**config.mk**
```make
export PLATFORM = sky130hd
export DESIGN_NAME = bus_booking_ctrl_flat
export DESIGN_NICKNAME = d
export VERILOG_FILES = /design/src/rtl/bus_booking_pkg.sv /design/src/rtl/bus_booking_ctrl_if.sv /design/src/rtl/bus_booking_ctrl_timer.sv /design/src/rtl/bus_booking_ctrl.sv /design/src/flat_wrapper.sv
export SDC_FILE = /design/constraint.sdc
export NUM_CORES = 1
export LEC_CHECK = 0
export BUFFER_PORTS_ARGS = -buffer_cell sky130_fd_sc_hd__clkbuf_2
export CELL_PAD_IN_SITES_DETAIL_PLACEMENT = 0
export CELL_PAD_IN_SITES_GLOBAL_PLACEMENT = 2
export CORE_MARGIN = 3
export CORE_UTILIZATION = 30
export DETAILED_ROUTE_END_ITERATION = 8
export PLACE_DENSITY_LB_ADDON = 0.08
export SYNTH_ARGS = -nofsm -noshare
export SYNTH_HDL_FRONTEND = slang
export SYNTH_SLANG_ARGS = --single-unit
```
**constraint.sdc**
```tcl
create_clock -name clk -period 2.79 [get_ports clk]
set_clock_uncertainty 0.15 [all_clocks]
set_input_delay 0.558 -clock clk [delete_from_list [all_inputs] [get_ports clk]]
set_output_delay 0.558 -clock clk [all_outputs]
set_load 0.03 [all_outputs]
```
**src/rtl/bus_booking_pkg.sv**
```systemverilog
// Shared state encoding and helpers for the bus booking flow controller.
package bus_booking_pkg;

   localparam int unsigned STATE_W = 4;

   typedef enum logic [STATE_W-1:0] {
      S_IDLE        = 4'd0,
      S_OPEN_APP    = 4'd1,
      S_LOCATION    = 4'd2,
      S_FILTER      = 4'd3,
      S_SELECT_BUS  = 4'd4,
      S_SELECT_SEAT = 4'd5,
      S_BOARDING    = 4'd6,
      S_COUPON      = 4'd7,
      S_PAYMENT     = 4'd8,
      S_DONE        = 4'd9,
      S_ABORT       = 4'd10
   } state_t;

   // True for the steps where the user is mid-booking and the inactivity timer runs.
   function automatic logic is_active(state_t s);
      return (s >= S_OPEN_APP) && (s <= S_PAYMENT);
   endfunction

endpackage

```
**src/rtl/bus_booking_ctrl_if.sv**
```systemverilog
// User-input / back-end facing signal bundle of the booking controller.
interface bus_booking_ctrl_if #(
   parameter int unsigned SEAT_W = 4
);
   import bus_booking_pkg::*;

   logic              nxt;
   logic              back;
   logic              cancel;
   logic [SEAT_W-1:0] seat_req;
   logic [SEAT_W-1:0] seats_avail;
   logic              pay_ok;
   logic              pay_fail;
   state_t            state;
   logic              busy;
   logic [SEAT_W-1:0] seats_booked;
   logic              seat_err;
   logic              booked;
   logic              aborted;

   modport master (
      output nxt, back, cancel, seat_req, seats_avail, pay_ok, pay_fail,
      input  state, busy, seats_booked, seat_err, booked, aborted
   );

   modport slave (
      input  nxt, back, cancel, seat_req, seats_avail, pay_ok, pay_fail,
      output state, busy, seats_booked, seat_err, booked, aborted
   );

endinterface

```
**src/rtl/bus_booking_ctrl_timer.sv**
```systemverilog
// Per-step inactivity counter; expired flags the last idle cycle before a forced abort.
module booking_timer #(
   parameter int unsigned TIMEOUT_CYC = 1000
) (
   input  logic clk,
   input  logic rst,
   input  logic clr,
   input  logic en,
   output logic expired
);

   localparam int unsigned CNT_W = $clog2(TIMEOUT_CYC);

   logic [CNT_W-1:0] cnt;

   assign expired = (cnt == CNT_W'(TIMEOUT_CYC - 1));

   // Saturates at the terminal count so it never wraps while the abort is pending.
   always_ff @(posedge clk) begin
      if (rst || clr) begin
         cnt <= '0;
      end else if (en && !expired) begin
         cnt <= cnt + CNT_W'(1);
      end
   end

endmodule

```
**src/rtl/bus_booking_ctrl.sv**
```systemverilog
// Booking-flow controller: steps the user through seat selection and payment with
// back/cancel, inactivity timeout, seat validation and bounded payment retries.
module bus_booking_ctrl
   import bus_booking_pkg::*;
#(
   parameter int unsigned TIMEOUT_CYC = 1000,
   parameter int unsigned MAX_SEATS   = 6,
   parameter int unsigned SEAT_W      = 4,
   parameter int unsigned MAX_RETRY   = 3
) (
   input logic               clk,
   input logic               rst,
   bus_booking_ctrl_if.slave bif
);

   localparam int unsigned RETRY_W = $clog2(MAX_RETRY + 1);

   state_t              state, state_nxt;
   logic [RETRY_W-1:0]  retry, retry_nxt, retry_inc;
   logic [SEAT_W-1:0]   seats;
   logic                seat_err;
   logic                accepted, seat_ok, seat_rej, seat_valid;
   logic                expired;

   assign seat_valid = (bif.seat_req != '0)
                    && (bif.seat_req <= SEAT_W'(MAX_SEATS))
                    && (bif.seat_req <= bif.seats_avail);
   assign retry_inc  = retry + RETRY_W'(1);

   booking_timer #(.TIMEOUT_CYC(TIMEOUT_CYC)) u_timer (
      .clk     (clk),
      .rst     (rst),
      .clr     ((state_nxt != state) || accepted),
      .en      (is_active(state)),
      .expired (expired)
   );

   always_ff @(posedge clk) begin
      if (rst) begin
         state    <= S_IDLE;
         retry    <= '0;
         seats    <= '0;
         seat_err <= 1'b0;
      end else begin
         state    <= state_nxt;
         retry    <= retry_nxt;
         seat_err <= seat_rej;
         if (seat_ok) begin
            seats <= bif.seat_req;
         end else if ((state_nxt == S_ABORT) ||
                      ((state_nxt == S_SELECT_SEAT) && (state != S_SELECT_SEAT))) begin
            seats <= '0;
         end
      end
   end

   // Next state; priority in active steps is cancel > timeout > back > payment > nxt.
   always_comb begin
      state_nxt = state;
      retry_nxt = retry;
      accepted  = 1'b0;
      seat_ok   = 1'b0;
      seat_rej  = 1'b0;
      case (state)
         S_IDLE: begin
            if (bif.nxt) state_nxt = S_OPEN_APP;
         end
         S_DONE, S_ABORT: begin
            state_nxt = S_IDLE;
         end
         default: begin
            if (bif.cancel) begin
               state_nxt = S_ABORT;
            end else if (expired) begin
               state_nxt = S_ABORT;
            end else if (bif.back) begin
               accepted  = 1'b1;
               state_nxt = (state == S_OPEN_APP) ? S_IDLE : state_t'(state - 4'd1);
            end else if ((state == S_PAYMENT) && (bif.pay_ok || bif.pay_fail)) begin
               accepted = 1'b1;
               if (bif.pay_ok) begin
                  state_nxt = S_DONE;
               end else if (retry_inc == RETRY_W'(MAX_RETRY)) begin
                  state_nxt = S_ABORT;
               end else begin
                  retry_nxt = retry_inc;
               end
            end else if (bif.nxt && (state != S_PAYMENT)) begin
               accepted = 1'b1;
               if (state == S_SELECT_SEAT) begin
                  if (seat_valid) begin
                     seat_ok   = 1'b1;
                     state_nxt = S_BOARDING;
                  end else begin
                     seat_rej  = 1'b1;
                  end
               end else begin
                  state_nxt = state_t'(state + 4'd1);
               end
            end
         end
      endcase
      if (state_nxt != S_PAYMENT) retry_nxt = '0;
   end

   assign bif.state        = state;
   assign bif.busy         = (state != S_IDLE);
   assign bif.seats_booked = seats;
   assign bif.seat_err     = seat_err;
   assign bif.booked       = (state == S_DONE);
   assign bif.aborted      = (state == S_ABORT);

endmodule

```
**src/flat_wrapper.sv**
```systemverilog
// flat-port wrapper written by rule: the top's interface ports become plain ports
module bus_booking_ctrl_flat import bus_booking_pkg::*;
#(
   parameter int unsigned TIMEOUT_CYC = 1000,
   parameter int unsigned MAX_SEATS   = 6,
   parameter int unsigned SEAT_W      = 4,
   parameter int unsigned MAX_RETRY   = 3
)
  (clk, rst, bif_nxt, bif_back, bif_cancel, bif_seat_req, bif_seats_avail, bif_pay_ok, bif_pay_fail, bif_state, bif_busy, bif_seats_booked, bif_seat_err, bif_booked, bif_aborted);
  bus_booking_ctrl_if #(.SEAT_W(SEAT_W)) bif_i ();
  input logic clk;
  input logic rst;
  input wire logic [$bits(bif_i.nxt)-1:0] bif_nxt;
  input wire logic [$bits(bif_i.back)-1:0] bif_back;
  input wire logic [$bits(bif_i.cancel)-1:0] bif_cancel;
  input wire logic [$bits(bif_i.seat_req)-1:0] bif_seat_req;
  input wire logic [$bits(bif_i.seats_avail)-1:0] bif_seats_avail;
  input wire logic [$bits(bif_i.pay_ok)-1:0] bif_pay_ok;
  input wire logic [$bits(bif_i.pay_fail)-1:0] bif_pay_fail;
  output wire logic [$bits(bif_i.state)-1:0] bif_state;
  output wire logic [$bits(bif_i.busy)-1:0] bif_busy;
  output wire logic [$bits(bif_i.seats_booked)-1:0] bif_seats_booked;
  output wire logic [$bits(bif_i.seat_err)-1:0] bif_seat_err;
  output wire logic [$bits(bif_i.booked)-1:0] bif_booked;
  output wire logic [$bits(bif_i.aborted)-1:0] bif_aborted;
  assign bif_i.nxt = bif_nxt;
  assign bif_i.back = bif_back;
  assign bif_i.cancel = bif_cancel;
  assign bif_i.seat_req = bif_seat_req;
  assign bif_i.seats_avail = bif_seats_avail;
  assign bif_i.pay_ok = bif_pay_ok;
  assign bif_i.pay_fail = bif_pay_fail;
  assign bif_state = bif_i.state;
  assign bif_busy = bif_i.busy;
  assign bif_seats_booked = bif_i.seats_booked;
  assign bif_seat_err = bif_i.seat_err;
  assign bif_booked = bif_i.booked;
  assign bif_aborted = bif_i.aborted;
  bus_booking_ctrl #(.TIMEOUT_CYC(TIMEOUT_CYC), .MAX_SEATS(MAX_SEATS), .SEAT_W(SEAT_W), .MAX_RETRY(MAX_RETRY)) u_core (.clk(clk), .rst(rst), .bif(bif_i));
endmodule
```
==> reports/metrics.csv <==
metric,value,unit
outcome,"complete, no violations",
setup_viol,0,
drcViolationCount,0,
slew_viol_final,0,
yosysUniqueCellTypes,57,
hp-class,flip-flop to flip-flop,
cts_tree,done,
hpwl,3.70,mm
busiest_layer,met2,
grt_use_met1,20.2,%
syn_inst,198,
async_flop_share,0,%
die_w,79.7,µm
peakVddDrop,0.241,mV
clock_tree.root_cell,clkbuf_8,
wl,4.49,mm
total_power,0.00181,W
r2r_start,u_core.bif.state[0],
power.leakage,0.861,nW
numPortBuffers,26,
grt_use_met2,24.2,%
maxCapViolCount,0,
worstSetupStartpointType,flip-flop,
required,2.80,ns
clkLatencyLatePin,0.26,ns
fin_crit,2.59,ns
cp.arrival,2.60,ns
die_h,79.7,µm
grt_pass1_wl,7.55,mm
cpMaxStageDelayCell,or3_1,
stdcell_count,314,
grt.total_usage,14.7,%
antenna_cells,0,
rows,26,
postCtsSetupBuffers,0,
min_to,u_core.bif.seats_booked[2],
reg2regPathDepth,9,
crit_path_max_incr_delay,0.42,ns
syn_area,0.00163,mm²
overflow,0,
ys_warn_count,0,
placedCellCount,310,
use_met3,3.27,%
io_pins,27,
p_per_area,871,mW/mm²
clockBufferDepth,2,
synth_ff_type,dfxtp_1,
synth_seq_cells,21,
grt_max_degree,14,
period_share,92.9,%
nNetsFinal,270,
first_pass_iters,4,
endpoint_kind,flip-flop,
hold_viol,0,
syn_nets,223,
gp_congestion,0.813,
die_area,0.00635,mm²
avgSynthCellArea,8.23,µm²
final_util,40.1,%
min_path_cells,2,
syn_to_final_growth,27.3,%
worstPathCellList,inv_1 -> buf_4 -> ha_1 -> nor2_1 -> a211oi_2 -> or3_1 -> o31ai_2 -> nor4_2 -> o41ai_1,
cts_buffers,3,
drt-wirelength-per-cell,14.3,µm
viasPerCell,5.38,
vias,1688,
worstPathMaxFanout,7,
initial_core_util,31.5,%
first_iter_violations,89,
worst_pin_slew,0.485,ns
antenna_found_initial,0,
drive_above_1_share,30.7,%
ant_nets,0,
rsz0062_at_grt,no,
grt_pass1_vias,1643,
cts.sinks,21,
ys_seq_area_share,25.8,%
core-area,0.00517,mm²
fmax,0.386,GHz
timing.rr.end,u_core.bif.seats_booked[2],
slew-limit-headroom,67.4,%
num-fill-cells,551,
path_clk_slew,0.08,ns
cts_max_level,1,
min-delay-start,u_core.bif.seats_booked[2],
r2r_slack,0.20,ns
holdWs,0.334,ns
synth_edf_count,0,
path_class,flip-flop to flip-flop,
-- cells in the final DEF (no fill, tap or decap), types with 2 or more instances in the layout --
master / count
inv_1: 11
nor3_1: 16
o21bai_1: 2
a21o_1: 2
xnor2_1: 5
nor2b_1: 3
a31oi_1: 2
a21oi_1: 9
nor3b_1: 3
o41ai_1: 2
mux2i_1: 3
nor4_1: 2
nor2_1: 14
or2_2: 2
a211oi_2: 2
or3_1: 5
nand2_1: 14
and4_1: 2
ha_1: 10
and3_1: 3
xor2_1: 7
nand4_1: 6
nand2b_1: 4
a221oi_1: 2
nand3_1: 3
nand3b_1: 2
o211ai_1: 2
and3b_1: 4
dfxtp_1: 19
clkbuf_8: 3
buf_4: 24
clkbuf_2: 26
-- per-stage QoR --
stage | setup slack [ns] | instance area [µm²] | TNS [ns]
global route | 0.00344 | 2070 | 0
global placement | -0.0339 | 1980 | -0.248
detailed placement | -0.208 | 1980 | -1.28
floorplan | 0.00673 | 1630 | 0
CTS | 0.0125 | 2030 | 0
finish | 0.199 | 2070 | 0
-- final cells by class --
| class | count | area (µm²) | share of cell area [%] |
|---|---|---|---|
| tap | 70 | 87.6 | 4.22 |
| multi-input combinational | 158 | 1160 | 55.9 |
| clock inverter | 1 | 7.51 | 0.362 |
| inverter | 11 | 41.3 | 1.99 |
| sequential | 21 | 425 | 20.5 |
| timing repair buffer | 50 | 310 | 15.0 |
| clock buffer | 3 | 41.3 | 1.99 |
-- synthesized netlist by cell type, types with 3 or more instances --
master | number | area [µm²]
dfxtp_1 | 21 | 420
nor3_1 | 16 | 80.1
nand2_1 | 14 | 52.6
nor2_1 | 14 | 52.6
inv_1 | 11 | 41.3
ha_1 | 10 | 125
a21oi_1 | 9 | 45.0
xor2_1 | 7 | 61.3
nand4_1 | 6 | 37.5
or3_1 | 5 | 31.3
xnor2_1 | 5 | 43.8
and3b_1 | 4 | 35.0
nand2b_1 | 4 | 25.0
nor2b_1 | 4 | 25.0
nor3b_1 | 4 | 30.0
and3_1 | 3 | 18.8
mux2i_1 | 3 | 30.0
nand3_1 | 3 | 15.0
o41ai_1 | 3 | 26.3
-- sequential cells by signal, summed over array words and instances (netlist names) --
signal                   flops
u_core.bif.seats_booked      4
u_core.u_timer.cnt          10
u_core.retry                 2
u_core.bif.state             4
u_core.bif.seat_err          1
-- layer usage --
metal	wire (µm)	up-vias
li1	-	826
met1	2180	799
met2	2020	61
met3	274	2
met4	17	0
met5	0	-
-- critical path, delay by kind of cell, from the launching register on --
kind	cells	cell delay [ns]
AO/OA/AOI/OAI	3	0.84
adder cells (fa/ha/maj)	1	0.20
buffers and inverters	2	0.21
flip-flops	1	0.39
AND/OR/NAND/NOR	3	0.68
-- cells by family after synthesis --
kind of cell | after synthesis | synth area share (%)
adders and majority gates | 10 | 7.68
buffers and inverters | 19 | 5.68
muxes | 4 | 2.69
and+or+nand+nor | 91 | 32.1
xor gates and xnor gates | 12 | 6.45
AOI/OAI and AO/OA | 41 | 19.6
DFF | 21 | 25.8
-- worst max path at each step --
stage | start | to | slack, ns | cells past startpoint
after global placement | bif_seats_avail[2] | u_core.bif.seats_booked[2] | -0.03 | 10
after detailed placement | bif_seats_avail[2] | u_core.bif.seats_booked[1] | -0.21 | 10
after CTS | u_core.bif.state[0] | u_core.bif.seats_booked[1] | 0.01 | 11
after global routing | bif_seats_avail[2] | u_core.u_timer.cnt[5] | 0.003 | 11
final | u_core.bif.state[0] | u_core.bif.seats_booked[2] | 0.20 | 9
after floorplan | u_core.bif.state[1] | u_core.u_timer.cnt[7] | 0.007 | 10
-- report_power, final --
part | switching, W | internal (W)
sequential | 0.0000458 | 0.000329
combinational | 0.000713 | 0.000517
clock | 0.0000999 | 0.000101
total | 0.000859 | 0.000947
-- what timing repair did --
action,4_1_cts,5_1_grt
pin swaps,0,2
resized for setup,2,8
setup endpoints to repair,3,15
hold buffers,0,0
No activity file was read; power rests on OpenSTA's default activity.
